--- src/rtl/lsu_apb_master.sv ---
// lsu_apb_master: MEM-stage load/store unit driving one APB transfer per request.
// Store data is lane-replicated with matching strobes; load data is lane-shifted
// and sign/zero-extended before it is returned.
// Optional feature: define LSU_MISALIGN_TRAP_EN to reject misaligned H/W accesses
// with an error instead of silently aligning them down.

// Per-byte-lane store strobe and store data select.
module lsu_lane #(
  parameter int LANE = 0
) (
  input  logic [1:0] size,      // 00 B, 01 H, 10 W
  input  logic [1:0] lane_sel,  // addr[1:0]
  input  logic [7:0] b_byte,    // wdata[7:0]
  input  logic [7:0] h_byte,    // halfword byte that lands on this lane
  input  logic [7:0] w_byte,    // word byte that lands on this lane
  output logic       strb,
  output logic [7:0] wbyte
);
  localparam logic [1:0] L = 2'(LANE);

  // Decode strobe and replicated data byte from access size
  always_comb begin
    strb  = 1'b0;
    wbyte = w_byte;
    case (size)
      2'b00: begin strb = (lane_sel == L);       wbyte = b_byte; end
      2'b01: begin strb = (lane_sel[1] == L[1]); wbyte = h_byte; end
      2'b10: strb = 1'b1;
      default: ;
    endcase
  end
endmodule

module lsu_apb_master #(
  parameter int ADDR_W   = 11,
  parameter int WAIT_MAX = 15
) (
  input  logic              clk_i,
  input  logic              rst_ni,
  input  logic              req_valid_i,
  output logic              req_ready_o,
  input  logic              req_we_i,
  input  logic [2:0]        req_funct3_i,
  input  logic [31:0]       req_addr_i,
  input  logic [31:0]       req_wdata_i,
  output logic              rsp_valid_o,
  output logic [31:0]       rsp_rdata_o,
  output logic              rsp_err_o,
  output logic              stall_o,
  output logic [ADDR_W-1:0] paddr_o,
  output logic              psel_o,
  output logic              penable_o,
  output logic              pwrite_o,
  output logic [31:0]       pwdata_o,
  output logic [3:0]        pstrb_o,
  output logic [2:0]        sel_mod_o,
  input  logic [31:0]       prdata_i,
  input  logic              pready_i
);
  localparam int NUM_LANES = 4;
  localparam int CNT_W     = (WAIT_MAX < 2) ? 1 : $clog2(WAIT_MAX + 1);
  localparam logic [CNT_W-1:0] CNT_LAST = CNT_W'((WAIT_MAX == 0) ? 0 : WAIT_MAX - 1);

  typedef enum logic [1:0] {IDLE, SETUP, ACCESS, RESP} state_t;

  typedef struct packed {
    logic              we;
    logic [2:0]        funct3;
    logic [ADDR_W-1:0] addr;
    logic [31:0]       wdata;
  } req_t;

  state_t                         state_q, state_d;
  req_t                           req_q;
  logic [CNT_W-1:0]               cnt_q;
  logic                           err_q;
  logic [31:0]                    rdata_q;
  logic                           req_illegal;
  logic                           timeout;
  logic [1:0]                     shift;
  logic [31:0]                    shifted;
  logic [31:0]                    load_data;
  logic [NUM_LANES-1:0]           lane_strb;
  logic [NUM_LANES-1:0][7:0]      lane_wdata;

  // Requests that never reach the bus: bad size, outside the memory window,
  // and (optionally) misaligned halfword/word accesses
  always_comb begin
    req_illegal = (&req_funct3_i[1:0]) || (|req_addr_i[31:ADDR_W]);
`ifdef LSU_MISALIGN_TRAP_EN
    if ((req_funct3_i[1:0] == 2'b01 && req_addr_i[0]) ||
        (req_funct3_i[1:0] == 2'b10 && req_addr_i[1:0] != 2'b00))
      req_illegal = 1'b1;
`endif
  end

  // Abort when the ACCESS wait count would reach WAIT_MAX this cycle
  assign timeout = (WAIT_MAX != 0) && !pready_i && (cnt_q == CNT_LAST);

  // State register
  always_ff @(posedge clk_i or negedge rst_ni) begin
    if (!rst_ni) state_q <= IDLE;
    else         state_q <= state_d;
  end

  // Next-state and handshake outputs
  always_comb begin
    state_d     = state_q;
    req_ready_o = 1'b0;
    psel_o      = 1'b0;
    penable_o   = 1'b0;
    rsp_valid_o = 1'b0;
    stall_o     = 1'b0;
    case (state_q)
      IDLE: begin
        req_ready_o = 1'b1;
        stall_o     = req_valid_i;
        if (req_valid_i) state_d = req_illegal ? RESP : SETUP;
      end
      SETUP: begin
        psel_o  = 1'b1;
        stall_o = 1'b1;
        state_d = ACCESS;
      end
      ACCESS: begin
        psel_o    = 1'b1;
        penable_o = 1'b1;
        stall_o   = 1'b1;
        if (pready_i || timeout) state_d = RESP;
      end
      RESP: begin
        rsp_valid_o = 1'b1;
        state_d     = IDLE;
      end
      default: state_d = IDLE;
    endcase
  end

  // Request capture, wait counter, error flag and load-data register
  always_ff @(posedge clk_i or negedge rst_ni) begin
    if (!rst_ni) begin
      req_q   <= '0;
      cnt_q   <= '0;
      err_q   <= 1'b0;
      rdata_q <= '0;
    end else begin
      case (state_q)
        IDLE: if (req_valid_i) begin
          req_q   <= '{we: req_we_i, funct3: req_funct3_i,
                       addr: req_addr_i[ADDR_W-1:0], wdata: req_wdata_i};
          err_q   <= req_illegal;
          rdata_q <= '0;
          cnt_q   <= '0;
        end
        ACCESS: begin
          if (pready_i)     rdata_q <= req_q.we ? 32'h0 : load_data;
          else if (timeout) err_q   <= 1'b1;
          else              cnt_q   <= cnt_q + CNT_W'(1);
        end
        default: ;
      endcase
    end
  end

  // Load path: bring the addressed lane down to bit 0, then extend
  always_comb begin
    shift = 2'b00;
    case (req_q.funct3[1:0])
      2'b00:   shift = req_q.addr[1:0];
      2'b01:   shift = {req_q.addr[1], 1'b0};
      default: ;
    endcase
    shifted = prdata_i >> {shift, 3'b000};
    case (req_q.funct3[1:0])
      2'b00:   load_data = req_q.funct3[2] ? {24'h0, shifted[7:0]}
                                           : {{24{shifted[7]}}, shifted[7:0]};
      2'b01:   load_data = req_q.funct3[2] ? {16'h0, shifted[15:0]}
                                           : {{16{shifted[15]}}, shifted[15:0]};
      default: load_data = shifted;
    endcase
  end

  for (genvar i = 0; i < NUM_LANES; i++) begin : g_lane
    lsu_lane #(.LANE(i)) u_lane (
      .size     (req_q.funct3[1:0]),
      .lane_sel (req_q.addr[1:0]),
      .b_byte   (req_q.wdata[7:0]),
      .h_byte   (req_q.wdata[8*(i%2) +: 8]),
      .w_byte   (req_q.wdata[8*i +: 8]),
      .strb     (lane_strb[i]),
      .wbyte    (lane_wdata[i])
    );
  end

  // Bus fields come straight from the captured request, so they hold
  // steady for the whole SETUP/ACCESS window
  assign paddr_o     = {req_q.addr[ADDR_W-1:2], 2'b00};
  assign pwrite_o    = req_q.we;
  assign pwdata_o    = lane_wdata;
  assign pstrb_o     = req_q.we ? lane_strb : 4'b0000;
  assign sel_mod_o   = 3'b010;
  assign rsp_rdata_o = rdata_q;
  assign rsp_err_o   = err_q && (state_q == RESP);
endmodule

--- config.mk ---
export PLATFORM = sky130hd
export DESIGN_NAME = lsu_apb_master
export DESIGN_NICKNAME = d
export VERILOG_FILES = /design/src/rtl/lsu_apb_master.sv
export SDC_FILE = /design/constraint.sdc
export NUM_CORES = 1
export LEC_CHECK = 0
export CORE_UTILIZATION = 45
export CTS_CLUSTER_DIAMETER = 80
export DETAILED_ROUTE_END_ITERATION = 16
export GPL_TIMING_DRIVEN = 0
export HOLD_SLACK_MARGIN = 0.1
export PLACE_DENSITY = 0.82
export SLEW_MARGIN = 20
export SYNTH_ARGS = -nofsm -noshare
export SYNTH_HDL_FRONTEND = slang
export SYNTH_HIERARCHICAL = 1
export SYNTH_SLANG_ARGS = --single-unit
--- constraint.sdc ---
create_clock -name clk_i -period 3.1 [get_ports clk_i]
set_clock_uncertainty 0.2 [all_clocks]
set_input_delay 0.62 -clock clk_i [delete_from_list [all_inputs] [get_ports clk_i]]
set_output_delay 0.62 -clock clk_i [all_outputs]
set_load 0.05 [all_outputs]
==> out/summary.txt, run 1 <==
status -> completed
CTS tree -> done
Tightest Pin Transition -> 0.866 ns
FF-to-FF Start -> state_q[0]
synth-to-layout area growth -> 45.4%
CTS Root Cell -> clkbuf_8
drt total wl -> 14200 µm
clk_lat worst skew -> 0.37 ns
ys flop type -> dfrtp_1
largest net degree at the start of global routing -> 45
Post-synth EDFFs -> 0
layout cells sized above 1 -> 0.202
Vias/cell -> 5.45
CTS Buf Count -> 9
# IOs -> 193
Post-DP HPWL -> 10700 µm
H-tree level count -> 3
flops & latches, synth -> 86
post-synth top area share -> 0.433
Synth top cells by count -> dfrtp_1, mux2_2, mux2i_1
largest family of logic cells by synthesized area -> multiplexers
WS Path Type -> reg2out
nets -> 761
Buf/Inv on CP -> 2
# setup viols final -> 0
DRC -> 0
# diodes -> 0
Reg2Reg Depth -> 9
post-synthesis sequential area ratio -> 0.433
Routed Antenna Nets -> 0
Post-CTS Repair Setup Buffers -> 0
remaining global-route overflow -> 0
slowest CP cell -> dfrtp_1
syn avg cell area -> 11.1 µm²
GR Util All Layers -> 0.255
synth unique cells -> 51
RSZ-0062 raised after global routing -> no
hold path depth -> 2
final setup TNS -> 0 ns
Max-Cap Viols -> 0
Layout fillers -> 872
via count -> 4347
CP arrival -> 2.16 ns
Die Area -> 11500 µm²
post-synthesis simple-gate area fraction -> 0.103
Worst-path clk slew -> 0.09 ns
Slew Limit Headroom -> 0.418
final hold vios -> 0
post-synth top area cell -> dfrtp_1
Synth Area in Compound Gates -> 0.150
Vert. Die Dim -> 107 µm
worst reg2reg setup slack -> 0.33 ns
WP data required -> 2.28 ns
Final Slew Violations -> 0
CP Cell Sequence -> buf_6 > nor2b_1 > o31ai_2 > and2_1 > dlygate4sd2_1
antenna violations before repair -> 0
Hold Path Origin -> rsp_rdata_o[14]
largest fanout on the critical path -> 10
vias in the first global route -> 4445
WHS Endpoint -> rsp_rdata_o[14]
crit share post-route -> 0.963
die width -> 107 µm
mux cell area share after synthesis -> 0.227
CP startpoint kind -> flop
first-pass GRT wire length -> 22300 µm
CP top delay family -> buffers and inverters
synthesized cell area -> 4970 µm²
TritonCTS Sinks -> 86
Area contributors post-synth -> dfrtp_1, mux2_2, mux2i_1
Max clock buf depth -> 2
Core Box Area -> 10800 µm²
port bufs -> 187
fraction of registers with async set/reset -> 1.00
Syn Inst Count -> 449
row count -> 38
Starting Density -> 0.461
slowest stage delay, CP -> 0.63 ns
most common cell in the synthesized netlist -> dfrtp_1
Ys Warns -> 6
Detailed Routing Iterations Pass 1 -> 5
XOR/XNOR Fraction of Synth Area -> 0
fmax -> 335 MHz
DR iter-0 viols -> 167
Min-Delay Path Class -> reg2reg
Adder-Cell Fraction of Synth Area -> 0.0126
worst r2r dst -> rsp_rdata_o[21]
Final Critical Period -> 2.98 ns
routability cong. -> 0.877
routed len/inst -> 17.8 µm
CP Capture Type -> output pin
worst min-delay path, cell delays in order, from the launching register on:
cell and delay [ns]:
dfrtp_1 0.35, a2bb2oi_1 0.06, o21ai_0 0.06
routing by layer:
metal | share of wire | GRT usage | vias up
met5 | 0 | 0 | -
met1 | 0.41 | 0.307 | 2097
met4 | 0.029 | 0.116 | 0
li1 | - | - | 2033
met2 | 0.49 | 0.424 | 186
met3 | 0.074 | 0.0687 | 31
logic make-up (layout without fill, tap and decap cells):
kind of cell,after synthesis,in the layout
AO/OA/AOI/OAI,109,109
multiplexers,98,98
AND/OR/NAND/NOR,97,97
flip-flops,86,86
buffers and inverters,52,257
adder cells (fa/ha/maj),5,5
other,2,5
placed cells by master, fill, tap and decap left out, types with 3 or more instances in the layout:
cell type        instances
a21oi_1                  3
a22o_1                   7
nand2b_1                 6
mux2i_1                 44
a22oi_1                 16
ha_1                     5
nor4_1                   5
nor2_1                   9
dfrtp_1                 86
and2_1                   5
a2bb2oi_1                8
clkbuf_1                 8
nand3_1                  4
mux2_2                  47
clkinv_2                 4
o21ai_1                 30
nor3_1                   8
buf_4                   18
buf_2                    4
buf_6                   12
conb_1                   5
clkdlybuf4s50_1        149
nand2_1                 39
o21ai_0                 21
mux4_2                   7
nand4_1                  3
nor2b_1                  5
inv_1                    5
o21ai_2                 12
clkbuf_8                 9
dlygate4sd2_1           34
registers in the layout (all words and copies together), names as in the netlist:
signal / count
rsp_rdata_o: 32
cnt_q: 4
state_q: 2
req_q: 37
paddr_o: 9
pwrite_o: 1
err_q: 1
final cells by class:
cell class / count / area [µm²] / area share
inverter: 5 / 18.8 / 0.00259
sequential: 86 / 2150 / 0.298
clock inverter: 7 / 88.8 / 0.0123
clock buffer: 9 / 124 / 0.0171
tap: 140 / 175 / 0.0242
timing repair buffer: 189 / 1850 / 0.256
multi-input combinational: 314 / 2470 / 0.341
buffer: 47 / 355 / 0.0491
what timing repair did:
item | CTS | global route
endpoints found under the hold margin | 43 | 0
setup endpoints to repair | 37 | 3
hold buffers | 1 | 0
gates resized for setup | 43 | 6
gates cloned | 0 | 0
through the flow:
step	worst slack [ns]	hold WS, ns	cell area, µm²	instances	utilization
CTS	0.0387	0.309	7230	797	0.670
finish	0.116	0.307	7230	797	0.670
global route	0.0108	0.337	7230	797	0.670
floorplan	0.0376	0.124	4990	452	-
detailed placement	-0.795	0.290	7050	780	0.653
global placement	-1.88	0.277	7030	779	0.652
worst max path at each step:
stage	startpoint	endpoint	slack, ns	cells after the start
floorplan	state_q[0]	stall_o	0.04	8
global placement	rst_ni	cnt_q[3]	-1.88	1
detailed placement	req_valid_i	stall_o	-0.79	7
CTS	req_valid_i	stall_o	0.04	7
global route	req_q[43]	pstrb_o[3]	0.01	5
finish	req_q[43]	pstrb_o[2]	0.12	5
Power of run 1 is left out: the tool's default activity adds up to more than one toggle a clock period on the data nets, which glitch-free logic cannot reach.
==> inputs of run 2 (changes only) <==
CORE_MARGIN = 4   (was default)
==> out/summary.txt, run 2 (synthesis results as in run 1) <==
status -> completed
CP arrival -> 2.16 ns
antenna violations before repair -> 0
final hold vios -> 0
Detailed Routing Iterations Pass 1 -> 4
Starting Density -> 0.459
GR Util All Layers -> 0.226
Min-Delay Path Class -> reg2reg
met1 usage -> 0.280
largest fanout on the critical path -> 12
crit share post-route -> 0.962
hold path depth -> 1
# setup viols final -> 0
CTS Buf Count -> 9
Final Hold Slack -> 0.312 ns
Max-Cap Viols -> 0
commonest non-fill, non-tap cell in the layout -> clkdlybuf4s50_1
Reg2Reg Depth -> 9
remaining global-route overflow -> 0
met3 usage -> 0.0668
Tightest Pin Transition -> 0.925 ns
worst reg2reg setup slack -> 0.41 ns
vias in the first global route -> 4474
CP startpoint kind -> flop
CP Cell Sequence -> buf_2 > mux2i_1 > and2_1 > clkdlybuf4s15_1
drt total wl -> 14500 µm
Final Slew Violations -> 0
layout cells sized above 1 -> 0.200
Slew Limit Headroom -> 0.379
Vias/cell -> 5.43
port bufs -> 187
Routed Antenna Nets -> 0
Final Critical Period -> 2.98 ns
Worst-path clk slew -> 0.08 ns
Top reg by flops -> req_q
RSZ-0062 raised after global routing -> no
clk_lat worst skew -> 0.36 ns
GR met2 Demand/Resource -> 0.385
WP data required -> 2.28 ns
most frequent cells in the layout -> clkdlybuf4s50_1, dfrtp_1, mux2_2
routed len/inst -> 18.3 µm
busiest grt layer -> met2
first-pass GRT wire length -> 23100 µm
die width -> 113 µm
largest net degree at the start of global routing -> 58
Vert. Die Dim -> 113 µm
slowest CP cell -> dfrtp_1
slowest stage delay, CP -> 0.58 ns
Post-DP HPWL -> 11300 µm
nets -> 760
CTS tree -> done
CP Depth -> 4
synth-to-layout area growth -> 46.0%
TritonCTS Sinks -> 86
DR iter-0 viols -> 191
DRC -> 0
Core Box Area -> 10800 µm²
fmax -> 335 MHz
CP top delay family -> buffers and inverters
Max clock buf depth -> 2
CP startpoint -> req_q[44]
worst r2r dst -> rsp_rdata_o[21]
number of flip-flops in the largest register -> 37
FF-to-FF Start -> state_q[0]
WS Path Type -> reg2out
routability cong. -> 0.888
Layout fillers -> 884
post-route core utilization -> 0.670
CP Capture Type -> output pin
Buf/Inv on CP -> 2
CTS Root Cell -> clkbuf_8
H-tree level count -> 3
row count -> 38
# diodes -> 0
Die Area -> 12800 µm²
# IOs -> 193
via count -> 4324
end of the critical path -> pstrb_o[1]
==> run 2: cell types whose count changed in the layout (fill, tap and decap cells not counted), sizes merged <==
| cell | change |
|---|---|
| clkinv | -4 |
| clkbuf | +2 |
| clkdlybuf4s50 | -1 |
| dlygate4sd2 | +1 |
| dlymetal6s2s | +1 |
==> run 2: what timing repair did <==
action | CTS | global route
endpoints found under the setup margin | 37 | 5
pin swaps | 0 | 0
setup buffers | 0 | 0
resized for setup | 43 | 4
hold buffers | 1 | 0
endpoints found under the hold margin | 29 | 0
==> run 2: how the worst min path moves through the flow <==
stage	slack, ns	startpoint	endpoint
floorplan	0.12	rst_ni	cnt_q[0]
global placement	0.29	rsp_rdata_o[4]	rsp_rdata_o[4]
detailed placement	0.29	rsp_rdata_o[3]	rsp_rdata_o[3]
CTS	0.31	rsp_rdata_o[17]	rsp_rdata_o[17]
global route	0.33	req_q[16]	req_q[16]
finish	0.31	paddr_o[4]	paddr_o[4]
==> run 2: layer usage <==
metal | share of wire | wire length [µm] | vias to the layer above
met5 | 0 | 0 | -
li1 | - | - | 2029
met3 | 0.079 | 1150 | 22
met2 | 0.51 | 7350 | 181
met4 | 0.020 | 290 | 0
met1 | 0.40 | 5750 | 2092
==> run 2: area by class of cell <==
class | count | area, µm² | share of cell area
well taps | 140 | 175 | 0.0241
clock buffers | 13 | 169 | 0.0233
repair buffers | 189 | 1860 | 0.257
flip-flops and latches | 86 | 2150 | 0.297
plain buffers | 46 | 347 | 0.0477
clock inverters | 3 | 65.1 | 0.00896
inverters | 5 | 18.8 | 0.00258
multi-input cells | 314 | 2470 | 0.340
==> run 2: worst register-to-register path: stages, from the launching register on <==
cell and delay (ns):
dfrtp_1 0.38, inv_1 0.07, ha_1 0.23, buf_6 0.15, nor2b_4 0.12, buf_6 0.13, nor4b_2 0.58, dlygate4sd1_1 0.51
a22oi_1 0.17, o21ai_2 0.09
==> run 2: stage by stage <==
step	setup WS [ns]	cells	setup TNS [ns]	instance area, µm²
3_3_place_gp	-1.92	779	-165.48	7030
5_1_grt	0.0186	796	0	7260
4_1_cts	0.0135	797	0	7260
6_report	0.118	796	0	7260
3_5_place_dp	-0.826	780	-0.826	7060
2_1_floorplan	0.0376	452	0	4990
Power of run 2 is left out for the same reason.
==> inputs of run 3 (changes only) <==
HOLD_SLACK_MARGIN = default   (was 0.1)
==> results of run 3 <==
No change in the layout: final DEF, timing and power equal those of run 2.
Power of run 3 is left out for the same reason.
